File: config.mk
export PLATFORM = sky130hd
export DESIGN_NAME = display_scan
export DESIGN_NICKNAME = d
export VERILOG_FILES = /design/src/rtl/display_scan.sv
export SDC_FILE = /design/constraint.sdc
export NUM_CORES = 1
export LEC_CHECK = 0
export BUFFER_PORTS_ARGS = -buffer_cell sky130_fd_sc_hd__buf_2
export CAP_MARGIN = 20
export CORE_MARGIN = 2
export CORE_UTILIZATION = 50
export CTS_CLUSTER_SIZE = 25
export DETAILED_ROUTE_END_ITERATION = 8
export GPL_TIMING_DRIVEN = 0
export PLACE_DENSITY_LB_ADDON = 0.3
export RECOVER_POWER = 25
export SYNTH_ARGS = -nofsm -noshare
export SYNTH_HDL_FRONTEND = slang
export SYNTH_SLANG_ARGS = --single-unit
File: constraint.sdc
create_clock -name clk -period 2 [get_ports clk]
set_clock_uncertainty 0.15 [all_clocks]
set_input_delay 0.4 -clock clk [delete_from_list [all_inputs] [get_ports clk]]
set_output_delay 0.4 -clock clk [all_outputs]
set_load 0.01 [all_outputs]
File: src/rtl/display_scan.sv
// Scan driver for a 4-digit common-anode 7-segment display.
// Cycles through the snapshot nibbles with an all-anodes-off guard interval and optional leading-zero blanking.
module display_scan #(
    parameter int SHOW_CYCLES  = 6750,
    parameter int GUARD_CYCLES = 16
) (
    input  logic        clk,
    input  logic        rst,
    input  logic [15:0] data_i,
    input  logic        load_i,
    input  logic        blank_lz_en,
    output logic [3:0]  s_muxfue,
    output logic [3:0]  an_o,
    output logic        frame_o
);

    localparam int MAX_LEN = (SHOW_CYCLES > GUARD_CYCLES) ? SHOW_CYCLES : GUARD_CYCLES;
    localparam int CNT_W   = (MAX_LEN > 1) ? $clog2(MAX_LEN) : 1;
    localparam logic [CNT_W-1:0] SHOW_LAST  = CNT_W'(SHOW_CYCLES - 1);
    localparam logic [CNT_W-1:0] GUARD_LAST = CNT_W'(GUARD_CYCLES - 1);

    typedef enum logic {S_GUARD, S_SHOW} state_t;

    state_t           state, state_nx;
    logic [CNT_W-1:0] cnt, cnt_nx;
    logic [1:0]       idx, idx_nx;
    logic [15:0]      snap, snap_nx;
    logic [3:0]       mux_nx;
    logic [3:0]       an_nx;
    logic             frame_nx;
    logic             last;

    // Digit k (k >= 1) is a leading zero when nibbles k..3 are all zero.
    function automatic logic digit_blanked(input logic [15:0] v, input logic [1:0] k,
                                           input logic en);
        logic b;
        b = en && (k != 2'd0);
        for (int j = 1; j < 4; j++) begin
            if (j >= int'(k) && v[4*j +: 4] != 4'h0) b = 1'b0;
        end
        return b;
    endfunction

    always_ff @(posedge clk or posedge rst) begin
        if (rst) begin
            state    <= S_GUARD;
            cnt      <= '0;
            idx      <= 2'd3;
            snap     <= 16'h0000;
            s_muxfue <= 4'h0;
            an_o     <= 4'b1111;
            frame_o  <= 1'b0;
        end else begin
            state    <= state_nx;
            cnt      <= cnt_nx;
            idx      <= idx_nx;
            snap     <= snap_nx;
            s_muxfue <= mux_nx;
            an_o     <= an_nx;
            frame_o  <= frame_nx;
        end
    end

    always_comb begin
        state_nx = state;
        cnt_nx   = cnt + 1'b1;
        idx_nx   = idx;
        snap_nx  = load_i ? data_i : snap;
        mux_nx   = s_muxfue;
        an_nx    = an_o;
        frame_nx = 1'b0;
        last     = (state == S_SHOW) ? (cnt == SHOW_LAST) : (cnt == GUARD_LAST);

        if (last) begin
            cnt_nx = '0;
            if (state == S_GUARD) begin
                // The digit being entered is decoded from the pre-load snapshot.
                state_nx = S_SHOW;
                idx_nx   = idx + 2'd1;
                mux_nx   = snap[{idx_nx, 2'b00} +: 4];
                an_nx    = digit_blanked(snap, idx_nx, blank_lz_en) ? 4'b1111
                                                                    : ~(4'b0001 << idx_nx);
                frame_nx = (idx_nx == 2'd0);
            end else begin
                state_nx = S_GUARD;
                an_nx    = 4'b1111;
            end
        end
    end

endmodule
==> out/qor.txt, run 1 <==
Maximum clock path buffer count - 2
Gate Count Post-Synth - 143
Worst Hold Class - input port to register
Initial Util - 0.5281
Multiplexer share of the synthesized area - 0.1747
Finish-stage setup viols - 0
Die height - 66.88 um
Hold Path Depth - 2
CTS tree - built
Area grow syn2layout - 15.76%
Worst-path cell chain - inv_4 -> ha_4 -> mux4_2 -> mux2_4
Ant. Diodes - 0
Initial DRC count - 56
Status - finished, violations left
Design area - 2288 um2
Pins Over Slew Limit - 0
EDFF count, synth - 0
Syn nets - 168
Die Width - 66.88 um
RSZ-0062 raised after global routing - yes
Combinational family with the most area after synthesis - multiplexers
First-pass GRT wire length - 6.334 mm
Flops & latches, synth - 41
Hold endpoint - snap[14]$_DFFE_PP0P_
Worst Path Required - 2.03 ns
Final cell count without fillers - 229
Largest net degree at the start of global routing - 42
Port buffer count - 27
Cells after DPL - 218
Synth Area in Adders - 0.03165
Worst r2r dst - s_muxfue[0]$_DFFE_PP0P_
DP Area - 2181 um2
Inserted Clock Buffers - 5
P per Cell Area - 670.0 nW/um2
H-tree lvl count - 2
DRC - 0
Seq/Total Area, Yosys - 0.5228
Synth area leader - dfrtp_1
CP Data Arrival Time - 2.02 ns
# hold bufs at CTS - 0
Vias per Instance - 5.454
Post-synthesis simple-gate area fraction - 0.1399
Synth cell types - 35
Synth Cell Area - 1977 um2
Gp weighted congestion - 0.8435
Synth area leaders - dfrtp_1, mux2_2, dfstp_2
Peak VDD IR - 587.1 uV
Max FO, Critical Path - 5
Clock sink count - 41
Routed Antenna Nets - 0
RR Startpoint - idx[0]$_DFFE_PP1P_
R2R Setup Slk - 0.01 ns
Reg2Reg Depth - 4
Crit-path max cell delay - 0.57 ns
Gr ovfl total - 0
HP Start - data_i[14]
Violated checks - capacitance limit
Core Box Area - 3744 um2
HPWL after DPL - 2.636 mm
Layout cell share with drive strength beyond 1 - 0.4641
Final Hold Viols - 0
Max Freq - 502.9 MHz
Clk Latency, worst-skew pair - 0.30 ns
Post-Synth XOR/XNOR Area - 0.05316
Worst setup startpoint - idx[0]$_DFFE_PP1P_
DR pass1 iterations - 4
Die area - 4473 um2
Util after Layout - 0.6113
Clock root buffer - clkbuf_8
Ys async rst share - 1.000
Vias in the first global route - 1283
All-layer global routing usage - 0.1951
Wire length per cell - 15.69 um
Least-Margin Pin Slew - 1.494 ns
Fin crit share - 0.9943
Post-Route Hold Slack - 0.1818 ns
Synth Flop Type - dfrtp_1
Post-layout nets - 205
Most frequent cells in the layout - dfrtp_1, buf_2, mux2_2, nor2_1, xnor2_1
Final worst path period need - 1.989 ns
CP Launch Type - register
DR vias - 1249
Setup TNS - 0 ns
Slowest-stage cell, CP - dfstp_2
Leading cell type in the layout, fill and taps excluded - dfrtp_1
Io pins - 29
Initial antenna violation count - 0
Multi-input logic area - 885.9 um2
Num rows - 22
Storage element area - 1033 um2
Crit end category - register
P_leak - 0.0009951 uW
Avg Cell Area, Syn - 13.82 um2
DRT Wirelength - 3.592 mm
Yosys warning total - 0
Max-Cap Viols - 1
Crit Path Class - register to register
Clock transition at path regs - 0.08 ns
Synth Area in Compound Gates - 0.04241
Layout fillers - 309
Slew margin rel. - 0.002863
Top-area cell type share of the netlist area - 0.4430
logic make-up (layout without fill, tap and decap cells):
logic type	Yosys count	count (layout)
AOI/OAI and AO/OA	8	8
and+or+nand+nor	40	40
muxes	25	25
DFF	41	41
adders and majority gates	5	5
xor gates and xnor gates	12	12
buffers and inverters	12	50
final cells by class:
class / count / area share
buffer: 3 / 0.01258
clock buffer: 6 / 0.03171
clock inverter: 2 / 0.004374
inverter: 8 / 0.01422
multi-input combinational: 90 / 0.3871
sequential: 41 / 0.4516
tap: 48 / 0.02624
timing repair buffer: 31 / 0.07217
cells in the mapped netlist, types with 2 or more instances:
master	n
a32oi_1	3
nand2_1	5
mux2_4	4
xor2_1	4
dfstp_2	6
nor2_1	11
and2_1	2
nor3_1	2
dfrtp_1	35
mux4_2	3
o22a_1	2
mux2_2	17
nand3_1	2
nand4_1	6
xnor2_1	8
ha_1	5
inv_1	8
nor4_1	3
state kept, by name (all words and copies together) (netlist names):
register	cells
an_o	4
cnt	13
snap	16
state	1
idx	2
s_muxfue	4
frame_o	1
worst max path at each step:
stage	endpoint	slack (ns)	cells past startpoint
final	s_muxfue[0]$_DFFE_PP0P_	0.01	4
after global routing	s_muxfue[0]$_DFFE_PP0P_	-0.03	4
after CTS	s_muxfue[0]$_DFFE_PP0P_	0.02	4
after detailed placement	s_muxfue[0]$_DFFE_PP0P_	-0.16	5
after global placement	s_muxfue[0]$_DFFE_PP0P_	-0.14	5
after floorplan	s_muxfue[1]$_DFFE_PP0P_	-0.03	5
timing repair:
item,4_1_cts,5_1_grt
setup endpoints to repair,4,3
gates cloned,0,0
gates resized for setup,1,2
pin swaps,1,1
setup buffers,3,1
report_power, final:
part | internal [uW] | total (uW) | switching [uW] | leakage, uW
Sequential | 870 | 899 | 29.1 | 0.000492
Combinational | 72.8 | 120 | 47.6 | 0.000458
Clock | 242 | 514 | 272 | 0.0000450
critical path: cells and delay by family (launching register included):
kind                     cells  cell delay [ns]
adder cells (fa/ha/maj)      1             0.31
buffers and inverters        1             0.05
flip-flops                   1             0.57
multiplexers                 2             0.79
stage by stage:
| step | setup WS (ns) | total power [uW] |
|---|---|---|
| 5_1_grt | -0.02732 | 1602 |
| 2_1_floorplan | -0.02752 | 987.2 |
| 3_3_place_gp | -0.1429 | 1029 |
| 3_5_place_dp | -0.1598 | 1037 |
| 4_1_cts | 0.01645 | 1547 |
| 6_report | 0.01148 | 1533 |
layer usage:
layer	vias to the layer above	GRT usage	routed length [um]
li1	583	-	-
met1	625	0.2572	1681
met2	35	0.3075	1676
met3	6	0.06081	178
met4	0	0.06122	55
met5	-	0	0
No activity file was read; power rests on OpenSTA's default activity.
==> inputs of run 2 (changes only) <==
--- a/config.mk
+++ b/config.mk
@@ -7,7 +7,6 @@
 export LEC_CHECK = 0
 export BUFFER_PORTS_ARGS = -buffer_cell sky130_fd_sc_hd__buf_2
 export CAP_MARGIN = 20
-export CORE_MARGIN = 2
 export CORE_UTILIZATION = 50
 export CTS_CLUSTER_SIZE = 25
 export DETAILED_ROUTE_END_ITERATION = 8
==> run 2 against run 1 <==
  * The flow now finishes without violations
  * Non-clock buffer count unchanged
  * Global-route usage hardly changed
  * Wire length down 3.6%
  * Critical path type unchanged
  * Worst hold slack better by 0.0034 ns
  * Cell count unchanged
  * Count of clock-buffer cells in the layout grew 1
  * Power up 11%
==> out/qor.txt, run 2 (synthesized netlist as in run 1, its figures left out) <==
Post-Route Hold Slack - 0.1853 ns (+0.003424 ns)
First-pass GRT wire length - 6.023 mm (-4.9%)
Finish-stage setup viols - 0 (unchanged)
DRC - 0 (unchanged)
Registers with the most flip-flops - snap x16, cnt x13
Initial Util - 0.5320 (+0.003912)
Gr ovfl total - 0 (unchanged)
Num rows - 22 (unchanged)
Multi-input logic area - 885.9 um2 (unchanged)
Final worst path period need - 1.999 ns (+0.01087 ns)
Max FO, Critical Path - 5 (unchanged)
Die Width - 64.88 um (-3.0%)
Worst Path Required - 2.03 ns (about the same)
Layout fillers - 300 (-2.9%)
Maximum clock path buffer count - 2 (unchanged)
Slew margin rel. - 0.03861 (+0.03574)
Area grow syn2layout - 17.47%
Post-layout nets - 205 (unchanged)
Worst-path cell chain - inv_4 -> ha_4 -> mux4_2 -> mux2_4
Clk Latency, worst-skew pair - 0.29 ns (about the same)
Final cell count without fillers - 229 (unchanged)
DRT Wirelength - 3.464 mm (-3.6%)
DR pass1 iterations - 4 (unchanged)
Crit end category - register
Vias in the first global route - 1295 (+0.94%)
Peak VDD IR - 530.6 uV (-9.6%)
Io pins - 29 (unchanged)
Clock root buffer - clkbuf_8
Inserted Clock Buffers - 5 (unchanged)
Largest net degree at the start of global routing - 42 (unchanged)
Gp weighted congestion - 0.7706 (-8.6%)
Post-layout power - 1701 uW (+11%)
# hold bufs at CTS - 0 (unchanged)
Worst Hold Class - input port to register
Max-Cap Viols - 0 (-1)
RSZ-0062 raised after global routing - yes
H-tree lvl count - 2 (unchanged)
Slowest-stage cell, CP - dfstp_2
DP Area - 2181 um2 (unchanged)
Initial DRC count - 28 (-50%)
P per Cell Area - 732.6 nW/um2 (+9.3%)
Biggest register - snap
CP Data Arrival Time - 2.03 ns (about the same)
Wire length per cell - 15.13 um (-3.6%)
Core Box Area - 3716 um2 (-0.74%)
Die area - 4209 um2 (-5.9%)
Clock sink count - 41 (unchanged)
Pins Over Slew Limit - 0 (unchanged)
DR vias - 1260 (+0.88%)
Ant. Diodes - 0 (unchanged)
Buffers and inverters on the worst path - 1 (unchanged)
Max reg flops - 16 (unchanged)
Initial antenna violation count - 0 (unchanged)
Leading cell type in the layout, fill and taps excluded - dfrtp_1
All-layer global routing usage - 0.1953 (about the same)
Storage element area - 1033 um2 (unchanged)
Max Freq - 500.2 MHz (-0.54%)
Vias per Instance - 5.502 (+0.88%)
Routed Antenna Nets - 0 (unchanged)
Layout cell share with drive strength beyond 1 - 0.4641 (unchanged)
Final Hold Viols - 0 (unchanged)
CTS tree - built
CP Launch Type - register
R2R Setup Slk - 0.0006 ns (about the same)
P_leak - 0.001009 uW (+1.4%)
Clock transition at path regs - 0.08 ns (about the same)
Status - completed
Design area - 2322 um2 (+1.5%)
Crit Path Class - register to register
HPWL after DPL - 2.613 mm (-0.85%)
Die height - 64.88 um (-3.0%)
Crit-path max cell delay - 0.57 ns (about the same)
Fin crit share - 0.9997 (+0.005433)
Least-Margin Pin Slew - 1.441 ns (-0.05355 ns)
Crit path max-delay family - multiplexers
Port buffer count - 27 (unchanged)
Setup TNS - 0 ns (unchanged)
Cells after DPL - 218 (unchanged)
Most frequent cells in the layout - dfrtp_1, buf_2, mux2_2, nor2_1, xnor2_1
[run 2: cell types whose count changed in the layout (fill, tap and decap cells not counted)]
cell / change
bufinv_16: +1
clkbuf_8: +1
clkinv_2: -2
[run 2: metal layers]
layer | wire, um | share of wire | track usage
met1 | 1513 | 0.44 | 0.2371
met2 | 1706 | 0.49 | 0.3138
met3 | 163 | 0.047 | 0.06866
met4 | 80 | 0.023 | 0.08056
met5 | 0 | 0 | 0
[run 2: layout make-up]
cell class / instances / area share
clock inverters: 1 / 0.01293
multi-input cells: 90 / 0.3815
well taps: 48 / 0.02586
clock buffers: 7 / 0.03718
plain buffers: 3 / 0.01239
inverters: 8 / 0.01401
flip-flops and latches: 41 / 0.4450
repair buffers: 31 / 0.07112
[run 2: repair_timing]
action | CTS | global route
pin swaps | 1 | 1
buffers inserted | 3 | 1
endpoints found under the setup margin | 4 | 3
gates cloned | 0 | 0
resized for setup | 1 | 2
[run 2: power by group]
part,total [uW],internal (uW),switching [uW]
Clock,680,407,274
Combinational,121,72.8,48.6
Sequential,899,870,29.5
[run 2: through the flow]
stage / util / setup WS, ns
global placement: 0.5869 / -0.1348
detailed placement: 0.5869 / -0.1793
global route: 0.6249 / -0.04107
floorplan: - / -0.02752
finish: 0.6249 / 0.0006126
CTS: 0.6222 / 0.007920
[run 2: path summary, 6_finish.rpt]
| check | from | end | cells past startpoint |
|---|---|---|---|
| worst max-delay path | idx[0]$_DFFE_PP1P_ | s_muxfue[0]$_DFFE_PP0P_ | 4 |
| worst min-delay path | data_i[2] | snap[2]$_DFFE_PP0P_ | 2 |
| worst max register to register | idx[0]$_DFFE_PP1P_ | s_muxfue[0]$_DFFE_PP0P_ | 4 |
| worst min register to register | an_o[1]$_DFFE_PP1N_ | an_o[1]$_DFFE_PP1N_ | 2 |
| max in group asynchronous | rst | snap[14]$_DFFE_PP0P_ | 2 |
| min in group asynchronous | rst | snap[4]$_DFFE_PP0P_ | 2 |
==> inputs of run 3 (changes only) <==
--- a/config.mk
+++ b/config.mk
@@ -7,7 +7,9 @@
 export LEC_CHECK = 0
 export BUFFER_PORTS_ARGS = -buffer_cell sky130_fd_sc_hd__buf_2
 export CAP_MARGIN = 20
-export CORE_UTILIZATION = 50
+export CORE_MARGIN = 2
+export CORE_UTILIZATION = 56
+export CTS_CLUSTER_DIAMETER = 150
 export CTS_CLUSTER_SIZE = 25
 export DETAILED_ROUTE_END_ITERATION = 8
 export GPL_TIMING_DRIVEN = 0
==> constraint.sdc (replaced) <==
create_clock -name clk -period 1.9 [get_ports clk]
set_clock_uncertainty 0.15 [all_clocks]
set_input_delay 0.38 -clock clk [delete_from_list [all_inputs] [get_ports clk]]
set_output_delay 0.38 -clock clk [all_outputs]
set_load 0.01 [all_outputs]
==> run 3 against run 2 <==
  * The run now ends with setup timing left
  * Critical path depth did not move
  * First-iteration DRC count rose by 36%
  * Non-clock buffer count fell by 1
  * Largest cell class unchanged
  * Largest power group unchanged
==> out/qor.txt, run 3 (synthesized netlist as in run 1, its figures left out) <==
Combinational share of power - 0.076 (+0.005)
RSZ-0062 raised after global routing - yes
Crit Path Class - register to register
Pins Over Slew Limit - 0 (unchanged)
Routed Antenna Nets - 0 (unchanged)
P per Cell Area - 725.7 nW/um2 (-0.94%)
Clk pwr share - 0.352 (-0.048)
Multi-input logic area - 885.9 um2 (unchanged)
Clock sink count - 41 (unchanged)
Initial antenna violation count - 0 (unchanged)
DR vias - 1219 (-3.3%)
Initial Util - 0.5878 (+0.05581)
Worst Path Required - 2.00 ns (-0.03 ns)
Clk Latency, worst-skew pair - 0.35 ns (+0.06 ns)
Design internal power - 1307 uW (-3.2%)
Io pins - 29 (unchanged)
Die Width - 63.42 um (-2.3%)
First-pass GRT wire length - 5.878 mm (-2.4%)
DRC - 0 (unchanged)
Violated checks - setup timing
Slew margin rel. - 0.02897 (-0.009631)
Clock transition at path regs - 0.12 ns (+0.04 ns)
CTS tree - built
Fin crit share - 1.044 (+0.04476)
Gp weighted congestion - 0.7912 (+2.7%)
Final Hold Viols - 0 (unchanged)
Layout cell share with drive strength beyond 1 - 0.4611 (-0.002977)
Clock root buffer - clkbuf_4
All-layer global routing usage - 0.1906 (-0.004729)
Inserted Clock Buffers - 5 (unchanged)
# hold bufs at CTS - 0 (unchanged)
Status - finished, violations left
Max reg flops - 16 (unchanged)
P_leak - 0.0009915 uW (-1.7%)
Most frequent cells in the layout - dfrtp_1, buf_2, mux2_2, nor2_1, xnor2_1
Biggest register - snap
Worst Hold Class - input port to register
Final worst path period need - 1.984 ns (-0.01492 ns)
Gr ovfl total - 0 (unchanged)
Setup ws final - -0.08447 ns (-0.08508 ns)
Setup TNS - -0.2798 ns (-0.2798 ns)
HPWL after DPL - 2.560 mm (-2.0%)
Crit end category - register
Peak VDD IR - 556.3 uV (+4.8%)
Switching share of total power - 0.2107 (+0.003985)
Die area - 4021 um2 (-4.5%)
Post-layout nets - 204 (-0.49%)
Port buffer count - 27 (unchanged)
Core Box Area - 3363 um2 (-9.5%)
Storage element area - 1033 um2 (unchanged)
Vias per Instance - 5.394 (-2.0%)
Finish-stage setup viols - 4 (+4)
Least-Margin Pin Slew - 1.455 ns (+0.01443 ns)
Wire length per cell - 15.34 um (+1.4%)
Max FO, Critical Path - 6 (+1)
DRT Wirelength - 3.467 mm (about the same)
H-tree lvl count - 2 (unchanged)
Vias in the first global route - 1262 (-2.5%)
Area grow syn2layout - 15.38%
Largest net degree at the start of global routing - 42 (unchanged)
Max Freq - 503.9 MHz (+0.75%)
Die height - 63.42 um (-2.3%)
Leading cell type in the layout, fill and taps excluded - dfrtp_1
Post-Route Hold Slack - 0.1020 ns (-0.08329 ns)
Registers with the most flip-flops - snap x16, cnt x13
CP Launch Type - register
Max-Cap Viols - 0 (unchanged)
Num rows - 21 (-4.5%)
Sequential Power Share - 0.572 (+0.043)
Ant. Diodes - 0 (unchanged)
Net switching power - 348.8 uW (-0.83%)
Maximum clock path buffer count - 2 (unchanged)
CP Data Arrival Time - 2.08 ns (+0.05 ns)
DR pass1 iterations - 4 (unchanged)
Initial DRC count - 38 (+36%)
Layout fillers - 270 (-10%)
## run 3: cell types whose count changed in the layout (fill, tap and decap cells not counted), sizes merged
cell | previous run | this run
buf | 33 | 32
## run 3: final timing paths
check	start	slack, ns	cells after the start	end
max	idx[0]$_DFFE_PP1P_	-0.08	4	s_muxfue[3]$_DFFE_PP0P_
max in group asynchronous	rst	0.45	2	cnt[9]$_DFF_PP0_
min in group asynchronous	rst	0.29	2	cnt[0]$_DFF_PP0_
min	data_i[5]	0.10	2	snap[5]$_DFFE_PP0P_
min reg2reg	an_o[2]$_DFFE_PP1N_	0.32	2	an_o[2]$_DFFE_PP1N_
max reg2reg	idx[0]$_DFFE_PP1P_	-0.08	4	s_muxfue[3]$_DFFE_PP0P_
## run 3: through the flow
stage	instances	cell area [um2]	util	total power, uW	setup WS (ns)
2_1_floorplan	143	1986	-	1039	-0.1275
3_3_place_gp	216	2178	0.6477	1083	-0.2312
3_5_place_dp	216	2178	0.6477	1092	-0.2557
4_1_cts	226	2281	0.6782	1671	-0.09979
5_1_grt	226	2281	0.6782	1727	-0.1506
6_report	226	2281	0.6782	1655	-0.08447
## run 3: per-layer routing
metal  up-vias  global-route usage  wire [um]
met2        35              0.3026       1670
met5         -                   0          0
li1        581                   -          -
met4         0             0.06250         46
met1       597              0.2479       1583
met3         6             0.06250        167
## run 3: power groups by stage
stage	Clock (uW)	Sequential, uW	Combinational [uW]
after global routing	633	954	139
after CTS	595	947	129
after global placement	0	961	122
after detailed placement	0	963	128
final	582	948	126
after floorplan	0	956	83.5
## run 3: critical path: stages, from the launching register on
cell and delay [ns]:
dfstp_2 0.58, inv_4 0.05, ha_4 0.32, mux4_2 0.52, mux2_4 0.27
## run 3: what timing repair did
item	CTS	global route
setup buffers	3	0
endpoints found under the setup margin	7	4
endpoints found under the hold margin	0	0
pin swaps	1	0
resized for setup	3	0
## run 3: area by class of cell
cell class,count,share of cell area
tap,46,0.02523
inverter,8,0.01426
clock buffer,7,0.02414
sequential,41,0.4531
clock inverter,1,0.01317
timing repair buffer,30,0.06912
multi-input combinational,90,0.3884
buffer,3,0.01262
